--- src/rtl/vga_anim_pkg.sv ---
// Shared definitions for the VGA animation blocks.
//   - Default 640x480 active resolution and the 800x525 totals.
//   - rgb_t: 12-bit 4:4:4 colour, plus the named colour constants.
//   - axis_t / axis_step: one axis of bouncing-box motion (position + direction).
package vga_anim_pkg;

    localparam int unsigned H_RES_DEF = 640;
    localparam int unsigned V_RES_DEF = 480;
    localparam int unsigned H_TOTAL   = 800;
    localparam int unsigned V_TOTAL   = 525;

    typedef logic [11:0] rgb_t;

    localparam rgb_t COLOR_BLACK = 12'h000;
    localparam rgb_t COLOR_RED   = 12'hF00;
    localparam rgb_t COLOR_BLUE  = 12'h00F;

    // dir: 1 = increasing coordinate (right/down), 0 = decreasing.
    typedef struct packed {
        logic       dir;
        logic [9:0] pos;
    } axis_t;

    // One frame of motion on one axis. Arithmetic is 11 bits wide so the
    // sum near the far edge cannot wrap; limit is the largest legal position.
    function automatic axis_t axis_step(input axis_t      cur,
                                        input logic [10:0] limit,
                                        input logic [10:0] step);
        axis_t       nxt;
        logic [10:0] pos_w;
        logic [10:0] sum;
        nxt   = cur;
        pos_w = {1'b0, cur.pos};
        sum   = '0;
        if (cur.dir) begin
            sum = pos_w + step;
            if (sum >= limit) begin
                nxt.pos = limit[9:0];
                nxt.dir = 1'b0;
            end else begin
                nxt.pos = sum[9:0];
            end
        end else begin
            if (pos_w <= step) begin
                nxt.pos = '0;
                nxt.dir = 1'b1;
            end else begin
                sum     = pos_w - step;
                nxt.pos = sum[9:0];
            end
        end
        return nxt;
    endfunction

endpackage

--- src/rtl/box_motion.sv ---
// Position/direction registers of the bouncing square.
//   clk, rst     : clock, synchronous active-high reset
//   step_en      : advance one frame of motion this cycle
//   box_x, box_y : top-left corner of the square (10 bits each)
module box_motion
    import vga_anim_pkg::*;
#(
    parameter int unsigned H_RES    = H_RES_DEF,
    parameter int unsigned V_RES    = V_RES_DEF,
    parameter int unsigned BOX_SIZE = 32,
    parameter int unsigned STEP     = 2
) (
    input  logic       clk,
    input  logic       rst,
    input  logic       step_en,
    output logic [9:0] box_x,
    output logic [9:0] box_y
);

    localparam logic [10:0] X_LIM  = 11'(H_RES - BOX_SIZE);
    localparam logic [10:0] Y_LIM  = 11'(V_RES - BOX_SIZE);
    localparam logic [10:0] STEP_W = 11'(STEP);

    axis_t x_q, x_d;
    axis_t y_q, y_d;

    always_comb begin
        x_d = x_q;
        y_d = y_q;
        if (step_en) begin
            x_d = axis_step(x_q, X_LIM, STEP_W);
            y_d = axis_step(y_q, Y_LIM, STEP_W);
        end
    end

    always_ff @(posedge clk) begin
        if (rst) begin
            x_q.pos <= '0;
            x_q.dir <= 1'b1;
            y_q.pos <= '0;
            y_q.dir <= 1'b1;
        end else begin
            x_q <= x_d;
            y_q <= y_d;
        end
    end

    assign box_x = x_q.pos;
    assign box_y = y_q.pos;

endmodule

--- src/rtl/vga_box_render.sv ---
// Pixel stage behind the 640x480 VGA sync generator: draws a bouncing square.
//   clk, rst            : 100 MHz clock, synchronous active-high reset
//   p_tick              : pixel enable (one clk in four)
//   video_on            : active-area flag
//   hsync_in, vsync_in  : syncs from the generator
//   pixel_x, pixel_y    : current coordinate
//   pause               : hold motion (only when VGA_BOX_PAUSE_EN is defined)
//   hsync_out, vsync_out: syncs delayed 2 pixel ticks, aligned with rgb
//   rgb                 : 12-bit colour, 2 pixel ticks behind the coordinate
//   frame_tick          : one-clk pulse when the position updates
// Build option: VGA_BOX_PAUSE_EN adds the pause port.
module vga_box_render
    import vga_anim_pkg::*;
#(
    parameter int unsigned H_RES     = H_RES_DEF,
    parameter int unsigned V_RES     = V_RES_DEF,
    parameter int unsigned BOX_SIZE  = 32,
    parameter int unsigned STEP      = 2,
    parameter rgb_t        BOX_COLOR = COLOR_RED,
    parameter rgb_t        BG_COLOR  = COLOR_BLUE
) (
    input  logic       clk,
    input  logic       rst,
    input  logic       p_tick,
    input  logic       video_on,
    input  logic       hsync_in,
    input  logic       vsync_in,
    input  logic [9:0] pixel_x,
    input  logic [9:0] pixel_y,
`ifdef VGA_BOX_PAUSE_EN
    input  logic       pause,
`endif
    output logic       hsync_out,
    output logic       vsync_out,
    output rgb_t       rgb,
    output logic       frame_tick
);

    localparam logic [10:0] BOX_W    = 11'(BOX_SIZE);
    localparam logic [9:0]  V_BLANK0 = 10'(V_RES);

    logic [9:0] box_x, box_y;
    logic       frame_ev;
    logic       step_en;
    logic       hit;

    logic       hit_s1_q, von_s1_q, hs_s1_q, vs_s1_q;
    rgb_t       rgb_q, rgb_d;
    logic       hs_q, vs_q, frame_q;

    // First pixel of the first blank line: motion never lands mid-picture.
    assign frame_ev = p_tick && (pixel_x == 10'd0) && (pixel_y == V_BLANK0);

`ifdef VGA_BOX_PAUSE_EN
    assign step_en = frame_ev && !pause;
`else
    assign step_en = frame_ev;
`endif

    box_motion #(
        .H_RES    (H_RES),
        .V_RES    (V_RES),
        .BOX_SIZE (BOX_SIZE),
        .STEP     (STEP)
    ) u_motion (
        .clk     (clk),
        .rst     (rst),
        .step_en (step_en),
        .box_x   (box_x),
        .box_y   (box_y)
    );

    always_comb begin
        hit = ({1'b0, pixel_x} >= {1'b0, box_x}) &&
              ({1'b0, pixel_x} <  ({1'b0, box_x} + BOX_W)) &&
              ({1'b0, pixel_y} >= {1'b0, box_y}) &&
              ({1'b0, pixel_y} <  ({1'b0, box_y} + BOX_W));
    end

    always_comb begin
        rgb_d = COLOR_BLACK;
        if (von_s1_q)
            rgb_d = hit_s1_q ? BOX_COLOR : BG_COLOR;
    end

    always_ff @(posedge clk) begin
        if (rst) begin
            hit_s1_q <= 1'b0;
            von_s1_q <= 1'b0;
            hs_s1_q  <= 1'b0;
            vs_s1_q  <= 1'b0;
            rgb_q    <= COLOR_BLACK;
            hs_q     <= 1'b0;
            vs_q     <= 1'b0;
            frame_q  <= 1'b0;
        end else begin
            frame_q <= frame_ev;
            if (p_tick) begin
                hit_s1_q <= hit;
                von_s1_q <= video_on;
                hs_s1_q  <= hsync_in;
                vs_s1_q  <= vsync_in;
                rgb_q    <= rgb_d;
                hs_q     <= hs_s1_q;
                vs_q     <= vs_s1_q;
            end
        end
    end

    assign rgb        = rgb_q;
    assign hsync_out  = hs_q;
    assign vsync_out  = vs_q;
    assign frame_tick = frame_q;

endmodule

--- config.mk ---
export PLATFORM = sky130hd
export DESIGN_NAME = vga_box_render
export DESIGN_NICKNAME = d
export VERILOG_FILES = /design/src/rtl/vga_anim_pkg.sv /design/src/rtl/box_motion.sv /design/src/rtl/vga_box_render.sv
export SDC_FILE = /design/constraint.sdc
export NUM_CORES = 1
export LEC_CHECK = 0
export CORE_UTILIZATION = 25
export DETAILED_ROUTE_END_ITERATION = 16
export PLACE_DENSITY = 0.48
export SYNTH_ARGS = -nofsm -noshare
export SYNTH_HDL_FRONTEND = slang
export SYNTH_HIERARCHICAL = 1
export SYNTH_SLANG_ARGS = --single-unit
--- constraint.sdc ---
create_clock -name clk -period 2.3 [get_ports clk]
set_clock_uncertainty 0.1 [all_clocks]
set_input_delay 0.23 -clock clk [delete_from_list [all_inputs] [get_ports clk]]
set_output_delay 0.23 -clock clk [all_outputs]
set_load 0.02 [all_outputs]
=== Yosys cells after proc, flatten, opt, wreduce, memory -nomap -nowiden ===
Index checks and enable logic that the tools add are counted.

* Input bits: 26
* Bits in read-only memories: 0
* Memories kept: 0
* Register bits after elaboration: 41
* Bits in latches: 0
* Word-level logic and storage cells: 45
* RAM bits: 0

* Shift-type cells: 0
* Equal/unequal tests: 1
* Reductions and logical operators: 6
* Multiply operators: 0
* Muxes and demuxes: 12
* Div/mod/pow operators: 0
* Bitwise operators: 0
* Magnitude comparators: 8
* Add/subtract/negate cells: 6

{| class="wikitable"
|+ Operator list
! operator !! count
|-
| $mux 10 || 4
|-
| $mux 12 || 2
|-
| $add 10x2->11 const B || 2
|-
| $add 10x6->11 const B || 2
|-
| $lt 10x11->1 || 2
|-
| $mux 11 || 2
|-
| $ge 10x10->1 || 2
|-
| $le 10x2->1 const B || 2
|-
| $sub 10x2->10 const B || 2
|-
| $ge 11x10->1 const B || 1
|-
| $ge 11x9->1 const B || 1
|-
| $eq 10x9->1 const B || 1
|-
| $logic_not 10->1 || 1
|-
| $logic_and 1x1->1 || 5
|-
| $mux 1 || 4
|}

=== Logic depth before layout (Yosys ltp) ===
* Depth after elaboration: 5
* Gate-level depth with buffers: 10

=== By module ===
The synthesis kept the hierarchy.

{| class="wikitable"
|+ By module, submodules not included
! module !! seq. area each (sq um) !! area each (sq um) !! instances !! cells an instance
|-
| box_motion || 400.4 || 1954.4 || 1 || 263
|-
| vga_box_render || 180.2 || 1345.0 || 1 || 167
|}

=== Least setup slack after synthesis ===
OpenSTA, ideal clock, no wires.

* Path type: register -> register
* Start point: register u_motion.x_q, in the netlist u_motion/box_x[6]
* End point: register hit_s1_q
* Required time: 2141 ps
* Setup time: 59 ps
* Stages on the path, launching flop included: 11
* Slack: 27 ps
* Arrival: 2115 ps
* Cell sequence: dfxtp_1 > buf_4 > ha_1 > inv_1 > ha_1 > a211o_1 > a21oi_2 > o21ai_1 > a221o_1 > a221oi_2 > a31o_1

* Cells in the longest elaborated chain, start to end: 5

{| class="wikitable"
|+ RTL lines
! what !! line !! RTL
|-
| start, declared || box_motion.sv:24 || <nowiki>axis_t x_q, x_d;</nowiki>
|-
| $add 10x6->11 || vga_box_render.sv:75 || <nowiki>({1'b0, pixel_x} < ({1'b0, box_x} + BOX_W)) &&</nowiki>
|-
| $lt 10x11->1 || vga_box_render.sv:75 ||
|-
| $logic_and 1x1->1 * || vga_box_render.sv:74 || <nowiki>hit = ({1'b0, pixel_x} >= {1'b0, box_x}) &&</nowiki>
|-
| $logic_and 1x1->1 * || vga_box_render.sv:75 ||
|-
| $logic_and 1x1->1 * || vga_box_render.sv:76 || <nowiki>({1'b0, pixel_y} >= {1'b0, box_y}) &&</nowiki>
|-
| end signal, assigned || vga_box_render.sv:99 || <nowiki>hit_s1_q <= hit;</nowiki>
|-
| end, declared || vga_box_render.sv:47 || <nowiki>logic hit_s1_q, von_s1_q, hs_s1_q, vs_s1_q;</nowiki>
|}

Mark *: on every way between the ends. The rest lies on a longest branch, timed or not.
A chain may end at the register's enable or synchronous reset.

=== Worst setup path after layout ===
Same ends and word-level chain as after synthesis.

==> flow_summary.json <==
{
  "outcome": "finished clean",
  "grt_max_degree": 17,
  "synth_top_area_share_pct": 17.6,
  "grt_pass1_wl_um": 15100,
  "start_util_pct": 25.9,
  "cp_data_required_time_ps": 2420,
  "grt_use_met2_pct": 24.9,
  "critPathKind": "flip-flop to flip-flop",
  "busiest_layer": "met2",
  "core_um2": 12700,
  "io_buffer_count": 36,
  "finalWorstSetupSlack_ps": 64.6,
  "grt.met3_usage_pct": 2.06,
  "period_minus_slack_ps": 2240,
  "drtPass1Iterations": 4,
  "clockBufferDepth": 2,
  "gp_congestion": 0.839,
  "cts-root-buf": "clkbuf_16",
  "overflow": 0,
  "ys_seq_area_share_pct": 17.6,
  "routed_wl_um": 9360,
  "critPathMaxStageDelay_ps": 360,
  "drive_gt1_share_pct": 21.5,
  "antenna_found_initial": 0,
  "maxSlewHeadroom_pct": 64.2,
  "netlist_area_um2": 3300,
  "fin_area_um2": 4320,
  "numCtsBuffers": 5,
  "irDropWorstVdd_mv": 0.273,
  "power_density_nw_per_um2": 356,
  "startpoint_type": "flip-flop",
  "fillers": 1352,
  "r2r-end": "hit_s1_q",
  "clk-insertion-delay-late_ps": 280,
  "area_delta_synth_final_pct": 31.0,
  "final_nets": 546,
  "grt_pass1_vias": 3098,
  "postPlaceCellArea_um2": 4040,
  "worst_pin_slew_ps": 537,
  "hpwl_um": 7270,
  "critical_path.max_fanout": 2,
  "report.final.slew_viol_count": 0,
  "clock_sinks": 29,
  "worst-path-buf-inv": 1,
  "ys_top_cells_by_area": "dfxtp_1, ha_1, buf_4",
  "ant_nets": 0,
  "synth.most_common_cell": "ha_1",
  "ys_seq_elements": 29,
  "synth_enable_flop_cells": 0,
  "rows": 41,
  "synthArstFlopShare_pct": 0,
  "ctsHtreeMaxLevel": 2,
  "post_drt_wl_per_cell_um": 14.3,
  "path_delay_family": "compound AO/OA/AOI/OAI gates",
  "slowest_stage": "a221o_1",
  "dieArea_um2": 13700,
  "vias": 3291,
  "hold_end": "rgb[10]",
  "leakagePower_uw": 0.00176,
  "reg2reg_slack_ps": 60,
  "min_from": "hit_s1_q",
  "synthTopCellsByCount": "ha_1, inv_1, buf_4",
  "maxCapViolCount": 0,
  "setup_viol": 0,
  "r2r_cells": 9,
  "hold_viol": 0,
  "whs_path_depth": 2,
  "path_clk_slew_ps": 50,
  "post-route-drc-count": 0,
  "die_h_um": 117,
  "synth_flop_cell": "dfxtp_1",
  "critPathArrivalTime_ps": 2360,
  "cp_cell_sequence": "ha_1 > inv_2 > ha_4 > a211o_1 > a21oi_2 > o21ai_1 > a221o_1 > a221oi_2 > a31o_1",
  "track_usage_pct": 14.1,
  "holdWs_ps": 394,
  "diodes": 0,
  "grtUsageMet1_pct": 17.5,
  "worst_setup_path_end_kind": "flip-flop",
  "synth.largest_area_cell": "dfxtp_1",
  "die_x_um": 117,
  "crit-reg2reg-launch": "u_motion/box_x[6]",
  "vias_per_cell": 5.02,
  "max_freq_ghz": 0.447,
  "pin_count": 41,
  "drt-initial-drc-count": 181,
  "hold_path_class": "flip-flop to flip-flop",
  "period_share_pct": 97.2,
  "avgSynthCellArea_um2": 7.67,
  "dp_slack_ps": -465,
  "syn_inst": 430,
  "ys_warn_count": 6,
  "synth_cell_type_count": 73,
  "cts_tree": "yes"
}
## logic make-up after synthesis
family	count (synthesis)	share of synthesized area (%)
compound gates	122	26.9
flops	29	17.6
xor+xnor	9	2.39
fa+ha+maj	38	14.4
other cells	2	0.228
simple gates	129	21.3
buf+inv	92	14.3
mux	9	2.88
## cells in the final DEF (no fill, tap or decap), types with 15 or more instances in the layout
cell type / netlist / routed
buf_4: 30 / 55
nand3_1: 15 / 15
a21oi_1: 26 / 26
ha_1: 38 / 37
nand2_1: 19 / 19
nor2_1: 25 / 23
inv_1: 36 / 33
nor3_1: 16 / 15
dfxtp_1: 29 / 25
clkdlybuf4s50_1: 0 / 27
## final cells by class
type                       instances  area (um2)  share of cell area, %
timing repair buffer              97         873                   20.2
clock inverter                     1        30.0                  0.695
multi-input combinational        313        2340                   54.1
clock buffer                       7         143                   3.30
sequential                        29         586                   13.5
tap                              172         215                   4.98
inverter                          36         135                   3.13
## worst register-to-register path, delay by kind of cell (launching register included)
family	cells	cell delay, ps
AOI/OAI and AO/OA	6	1210
adders and majority gates	2	490
DFF	1	320
buffers and inverters	1	70
## power breakdown
part | switching [uW] | total, uW | leakage, uW | internal (uW)
combinational | 118 | 245 | 0.00144 | 127
clock | 235 | 775 | 0.0000841 | 540
sequential | 7.47 | 517 | 0.000237 | 510
total | 360 | 1540 | 0.00176 | 1180
## stage by stage
stage               util, %  total power [uW]  std cells  setup TNS (ps)
global route           34.0              1600        655           -2.71
global placement       31.8               766        647           -8510
floorplan                 -               665        434               0
CTS                    33.3              1550        655               0
finish                 34.0              1540        655               0
detailed placement     31.8               769        647           -7180
## metal layers
| layer | share of wire [%] | wire, um | vias up |
|---|---|---|---|
| met5 | 0 | 0 | - |
| met4 | 1.5 | 140 | 0 |
| met3 | 4.3 | 407 | 13 |
| met2 | 48 | 4500 | 88 |
| met1 | 46 | 4310 | 1533 |
| li1 | - | - | 1657 |
## what timing repair did
action | in CTS | in global routing
hold endpoints to repair | 0 | 0
endpoints found under the setup margin | 17 | 18
pin swaps | 7 | 14
buffers inserted | 1 | 0
gates resized for setup | 8 | 25
hold buffers | 0 | 0
gates cloned | 0 | 0
## worst max path at each step
stage,start,endpoint,slack [ps],cells past startpoint
after global placement,pixel_x[2],u_motion/box_y[4],-530,11
after global routing,u_motion/box_x[6],hit_s1_q,-3,9
after CTS,pixel_x[5],u_motion/box_y[6],10,9
after detailed placement,pixel_x[2],u_motion/box_y[4],-460,11
after floorplan,u_motion/box_x[6],hit_s1_q,30,10
final,u_motion/box_x[6],hit_s1_q,60,9
## registers in the layout, summed over array words and instances, names as in the netlist
register	flops
frame_tick	1
hit_s1_q	1
hs_s1_q	1
hsync_out	1
rgb	2
u_motion/box_x	9
u_motion/box_y	9
u_motion/x_q	1
u_motion/y_q	1
von_s1_q	1
vs_s1_q	1
vsync_out	1
Power figures use the tool's default switching activity.
